<file path="config.mk">
export PLATFORM = sky130hd
export DESIGN_NAME = mem_ctrl
export DESIGN_NICKNAME = d
export VERILOG_FILES = /design/src/rtl/mem_ctrl_pkg.sv /design/src/rtl/mem_ctrl.sv
export SDC_FILE = /design/constraint.sdc
export NUM_CORES = 1
export LEC_CHECK = 0
export ABC_AREA = 0
export BUFFER_PORTS_ARGS = -buffer_cell sky130_fd_sc_hd__buf_2
export CAP_MARGIN = 10
export CORE_AREA = 2 2 155 157
export CTS_CLUSTER_DIAMETER = 30
export CTS_CLUSTER_SIZE = 30
export DETAILED_ROUTE_END_ITERATION = 16
export DIE_AREA = 0 0 157 159
export SYNTH_ARGS = -nofsm -noshare
export SYNTH_HDL_FRONTEND = slang
export SYNTH_SLANG_ARGS = --single-unit
</file>
<file path="constraint.sdc">
create_clock -name clk -period 5.9 [get_ports clk]
set_input_delay 1.18 -clock clk [delete_from_list [all_inputs] [get_ports clk]]
set_output_delay 1.18 -clock clk [all_outputs]
set_load 0.05 [all_outputs]
</file>
<file path="src/rtl/mem_ctrl_pkg.sv">
// Shared CPU package: memory-controller state encoding, requester ids and
// access-size codes, plus the zero-fill mask used when returning load data.
package mem_ctrl_pkg;

  typedef enum logic [1:0] {
    ST_IDLE = 2'd0,
    ST_XFER = 2'd1,
    ST_CAPT = 2'd2,
    ST_DONE = 2'd3
  } mem_state_e;

  typedef enum logic {
    OWN_IF = 1'b0,
    OWN_MM = 1'b1
  } mem_owner_e;

  // Size code is byte count minus one; code 2 is a legal 3-byte access.
  localparam logic [1:0] CU_BYTE = 2'd0;
  localparam logic [1:0] CU_HALF = 2'd1;
  localparam logic [1:0] CU_WORD = 2'd3;

  function automatic logic [31:0] size_mask(input logic [1:0] cu);
    case (cu)
      CU_BYTE: size_mask = 32'h0000_00FF;
      CU_HALF: size_mask = 32'h0000_FFFF;
      2'd2:    size_mask = 32'h00FF_FFFF;
      default: size_mask = 32'hFFFF_FFFF;
    endcase
  endfunction

endpackage

</file>
<file path="src/rtl/mem_ctrl.sv">
// Arbitrates one byte-wide RAM port between instruction fetch and the memory
// stage, serialising each multi-byte access into one RAM byte per cycle.
module mem_ctrl
  import mem_ctrl_pkg::*;
(
  input  logic        clk,
  input  logic        rst,
  input  logic        if_e,
  input  logic [31:0] if_a,
  output logic [31:0] if_n_o,
  output logic        if_ok,
  input  logic        mm_e,
  input  logic        mm_wr,
  input  logic [31:0] mm_a,
  input  logic [1:0]  mm_cu,
  input  logic [31:0] mm_n_i,
  output logic [31:0] mm_n_o,
  output logic        mm_ok,
  output logic [31:0] ram_a,
  output logic [7:0]  ram_d,
  output logic        ram_wr,
  input  logic [7:0]  ram_q
);

  mem_state_e      state_q;
  mem_owner_e      owner_q;
  logic [31:0]     base_q;
  logic [1:0]      cu_q;
  logic [1:0]      idx_q;
  logic            wr_q;
  logic [3:0][7:0] wdata_q;
  logic [3:0][7:0] rdata_q;

  logic [31:0]     if_n_q;
  logic [31:0]     mm_n_q;
  logic            if_ok_q;
  logic            mm_ok_q;
  logic [31:0]     ram_a_q;
  logic [7:0]      ram_d_q;
  logic            ram_wr_q;

  logic [1:0]      idx_d;
  logic [1:0]      cap_lane;
  logic [3:0][7:0] final_data;

  // NOTE: every always_comb output gets a default first so no latch is inferred.
  always_comb begin
    idx_d      = idx_q + 2'd1;
    cap_lane   = idx_q - 2'd1;
    final_data = rdata_q;
    final_data[cu_q] = ram_q;
    final_data = final_data & size_mask(cu_q);
  end

  // NOTE: sequential state uses non-blocking assignments only, so every
  // register samples pre-edge values regardless of statement order.
  always_ff @(posedge clk) begin
    if (rst) begin
      state_q  <= ST_IDLE;
      owner_q  <= OWN_IF;
      base_q   <= '0;
      cu_q     <= '0;
      idx_q    <= '0;
      wr_q     <= 1'b0;
      wdata_q  <= '0;
      rdata_q  <= '0;
      if_n_q   <= '0;
      mm_n_q   <= '0;
      if_ok_q  <= 1'b0;
      mm_ok_q  <= 1'b0;
      ram_a_q  <= '0;
      ram_d_q  <= '0;
      ram_wr_q <= 1'b0;
    end else begin
      if_ok_q <= 1'b0;
      mm_ok_q <= 1'b0;
      case (state_q)
        ST_IDLE: begin
          if (mm_e) begin
            owner_q  <= OWN_MM;
            base_q   <= mm_a;
            cu_q     <= mm_cu;
            wr_q     <= mm_wr;
            wdata_q  <= mm_n_i;
            rdata_q  <= '0;
            idx_q    <= 2'd0;
            ram_a_q  <= mm_a;
            ram_d_q  <= mm_n_i[7:0];
            ram_wr_q <= mm_wr;
            state_q  <= ST_XFER;
          end else if (if_e) begin
            owner_q  <= OWN_IF;
            base_q   <= if_a;
            cu_q     <= CU_WORD;
            wr_q     <= 1'b0;
            wdata_q  <= '0;
            rdata_q  <= '0;
            idx_q    <= 2'd0;
            ram_a_q  <= if_a;
            ram_d_q  <= 8'h00;
            ram_wr_q <= 1'b0;
            state_q  <= ST_XFER;
          end
        end

        ST_XFER: begin
          // ram_q now carries the byte issued on the previous XFER cycle.
          if (!wr_q && idx_q != 2'd0) rdata_q[cap_lane] <= ram_q;
          idx_q <= idx_d;
          if (idx_q == cu_q) begin
            ram_wr_q <= 1'b0;
            if (wr_q) begin
              state_q <= ST_DONE;
              if (owner_q == OWN_MM) mm_ok_q <= 1'b1;
              else                   if_ok_q <= 1'b1;
            end else begin
              state_q <= ST_CAPT;
            end
          end else begin
            ram_a_q <= base_q + {30'd0, idx_d};
            ram_d_q <= wdata_q[idx_d];
          end
        end

        ST_CAPT: begin
          state_q <= ST_DONE;
          if (owner_q == OWN_MM) begin
            mm_n_q  <= final_data;
            mm_ok_q <= 1'b1;
          end else begin
            if_n_q  <= final_data;
            if_ok_q <= 1'b1;
          end
        end

        // Stores leave n_o untouched; only loads assemble return data.
        ST_DONE: state_q <= ST_IDLE;

        default: state_q <= ST_IDLE;
      endcase
    end
  end

  assign if_n_o = if_n_q;
  assign if_ok  = if_ok_q;
  assign mm_n_o = mm_n_q;
  assign mm_ok  = mm_ok_q;
  assign ram_a  = ram_a_q;
  assign ram_d  = ram_d_q;
  assign ram_wr = ram_wr_q;

endmodule

</file>
==> impl_metrics.csv <==
group,metric,value,unit
run_status,status,"complete, no violations",
synthesis,synth_fp_nets,1195,
floorplan,start_util,39.5,%
routing,first_iter_violations,555,
synthesis,synth_edf_count,0,
placement,place_hpwl,17900,µm
synthesis,ys_warn_count,0,
clocking,holdBufCountCts,0,
synthesis,synthCells,1073,
flow_run,maxCapViolations,0,
power,p_seq_share,27.0,%
clocking,cts_tree,"done",
synthesis,synth_cell_types,58,
routing,drtPass1Iterations,5,
setup_path,crit_buf_inv,1,
setup_path,endpoint_kind,"register",
synthesis,synthTopCellsByArea,"dfxtp_1 (44%), nor2_1 (5.4%), a21oi_1 (5.1%)",
clocking,htree_levels,2,
power,power_density,587,nW/µm²
power,power.share.switching,39.0,%
clocking,clkSinkCount,203,
sta,relSlewSlack,26.8,%
floorplan,core,23200,µm²
clocking,clockRootBuffer,"clkbuf_16",
global_routing,track_usage,21.6,%
clocking,clock_latency,0.53,ns
setup_path,worstPathArrival,4.11,ns
global_routing,antenna_found_initial,2,
setup_path,path_max_fanout,13,
global_routing,grt_remaining_overflow,0,
clocking,cts_setup_buffers,0,
power,max-vdd-ir-drop,257,µV
power,leakage,4.96,nW
sta,worst_pin_slew,1.10,ns
setup_path,slowest_delay,0.79,ns
synthesis,synth_top_area_cell,"dfxtp_1",
setup_path,crit_family,"simple AND/OR/NAND/NOR gates",
min_path,hold_class,"reg -> reg",
placement,pre_cts_ws,1.99,ns
sta,fin_setup_tns,0,ns
power,pwr-share-clk,40.2,%
setup_path,crit_slowest_cell,"dfxtp_1",
sta,setup_viol,0,
floorplan,die_area,25000,µm²
sta,drv_slew,0,
routing,wl_per_cell,17.0,µm
synthesis,async_flop_share,0,%
clocking,numCtsBuffers,51,
placement,gp_congestion,0.804,
sta,rsz0062_at_grt,"false",
setup_path,critPathLaunchType,"register",
synthesis,syn_avg_cell_area,8.54,µm²
layout,drive_gt1_share,26.0,%
clocking,clockBufferDepth,3,
routing,vias_per_cell,5.31,
sta,hold_slack,0.449,ns
routing,wl,27400,µm
floorplan,die_w,157,µm
global_routing,grt_pass1_vias,8215,
synthesis,yosysSeqAreaShare,44.4,%
sta,final.setup.worst_slack,2.17,ns
power,p_sw,2.78,mW
layout,final_cell_mix,"buf_2 (215), dfxtp_1 (203), nor2_1 (131), nand2_1 (117), a21oi_1 (94)",
layout,area_growth,32.7,%
floorplan,rows,56,
sta,clock_skew,0.0143,ns
setup_path,crit_type,"reg -> reg",
synthesis,yosys.area.top_type_share,44.4,%
sta,period_needed,3.73,ns
clocking,cts_resized,0,
global_routing,grt_max_degree,104,
layout,layout_commonest_cell,"buf_2",
global_routing,grt_first_pass_wirelength,43700,µm
power,finalPower,7.14,mW
layout,fin_nets,1375,
floorplan,dieHeight,159,µm
sta,final_hold_viol_count,0,
clocking,path_clk_slew,0.04,ns
setup_path,path_cells,"inv_1 -> ha_1 -> fa_1 -> and4_1 -> nand3_1 -> nor4_1 -> xnor2_1 -> a31oi_1",
synthesis,synth_flop_cell,"dfxtp_1",
sta,fin_crit_sh,63.2,%
synthesis,ys_ff_latch,203,
placement,portBuffers,217,
routing,vias,8576,
floorplan,io_pins,218,
routing,drt.antenna.violating_nets,0,
synthesis,syn_area,9160,µm²
sta,timing.fmax,268,MHz
routing,route.detailed.drc,0,
setup_path,cp.required,6.28,ns
power,internal_power,4.35,mW
power,p_comb_share,32.8,%
==> kinds of logic (layout without fill, tap and decap cells) <==
family | count (synthesis) | in the layout | synth area share (%)
multiplexers | 57 | 57 | 7.38
AO/OA/AOI/OAI | 280 | 280 | 20.1
XOR/XNOR | 25 | 25 | 2.39
flip-flops | 203 | 203 | 44.4
adder cells (fa/ha/maj) | 11 | 11 | 1.58
buffers and inverters | 107 | 328 | 4.62
AND/OR/NAND/NOR | 390 | 390 | 19.5
other | 0 | 1 | 0
==> power groups by stage <==
stage | Clock [mW] | Combinational, mW | Sequential, mW
final | 2.87 | 2.34 | 1.92
after global routing | 2.99 | 2.54 | 1.97
after CTS | 2.91 | 2.36 | 1.92
after detailed placement | 0 | 2.35 | 1.95
after global placement | 0 | 2.32 | 1.94
after floorplan | 0 | 1.26 | 2.40
==> cell usage after synthesis (8+ instances only) <==
cell / instances
a211oi_1: 62
a21oi_1: 94
a221oi_1: 9
a22oi_1: 48
a31oi_1: 8
and2_1: 13
buf_1: 12
buf_2: 9
clkbuf_1: 69
clkbuf_2: 8
dfxtp_1: 203
ha_1: 10
inv_1: 9
mux2i_1: 45
mux4_2: 8
nand2_1: 117
nand3_1: 54
nand4_1: 10
nor2_1: 132
nor2b_1: 12
nor3_1: 16
o21ai_0: 19
o22ai_1: 11
xnor2_1: 14
xor2_1: 11
==> state kept, by name, summed over array words and instances, names as in the netlist, 2 cells and up <==
name and flops:
base_q 32, ram_a 32, state_q 2, rdata_q 24
cu_q 2, mm_n_o 32, idx_q 2, if_n_o 32
wdata_q 32, ram_d 8
==> through the flow <==
stage                     cells  cell area (µm²)  utilization, %
after floorplan            1073             9160               -
after global placement     1519            10300            44.6
after detailed placement   1519            10300            44.6
after CTS                  1613            12100            52.4
after global routing       1614            12200            52.4
final                      1614            12200            52.4
==> final cells by class <==
cell class | count | area [µm²]
Sequential cell | 203 | 4060
Clock inverter | 30 | 372
Multi-Input combinational cell | 763 | 4700
Antenna cell | 1 | 2.50
Clock buffer | 64 | 1430
Timing Repair Buffer | 225 | 1150
Tap cell | 319 | 399
Inverter | 9 | 33.8
Fill cell | 2169 | 11000
==> routing by layer <==
metal | global-route usage (%) | part of all wire [%]
met1 | 28.8 | 46
met2 | 34.3 | 46
met3 | 4.87 | 5.6
met4 | 7.26 | 2.3
met5 | 0 | 0.048
==> worst reg2reg max path: stages, from the launching register on <==
cell	delay, ns
dfxtp_1	0.79
inv_1	0.23
ha_1	0.69
fa_1	0.33
and4_1	0.33
nand3_1	0.45
nor4_1	0.49
xnor2_1	0.17
a31oi_1	0.10
==> path summary, 6_finish.rpt <==
check	slack [ns]	end	startpoint	cells after the start
setup reg to reg	2.17	ram_a[28]$_SDFFE_PP0P_	idx_q[0]$_SDFFE_PP0P_	8
hold / removal	0.45	mm_n_o[29]$_SDFFE_PP0P_	mm_n_o[29]$_SDFFE_PP0P_	2
setup / recovery	2.17	ram_a[28]$_SDFFE_PP0P_	idx_q[0]$_SDFFE_PP0P_	8
hold reg to reg	0.45	mm_n_o[29]$_SDFFE_PP0P_	mm_n_o[29]$_SDFFE_PP0P_	2
No activity file was read; power rests on OpenSTA's default activity.
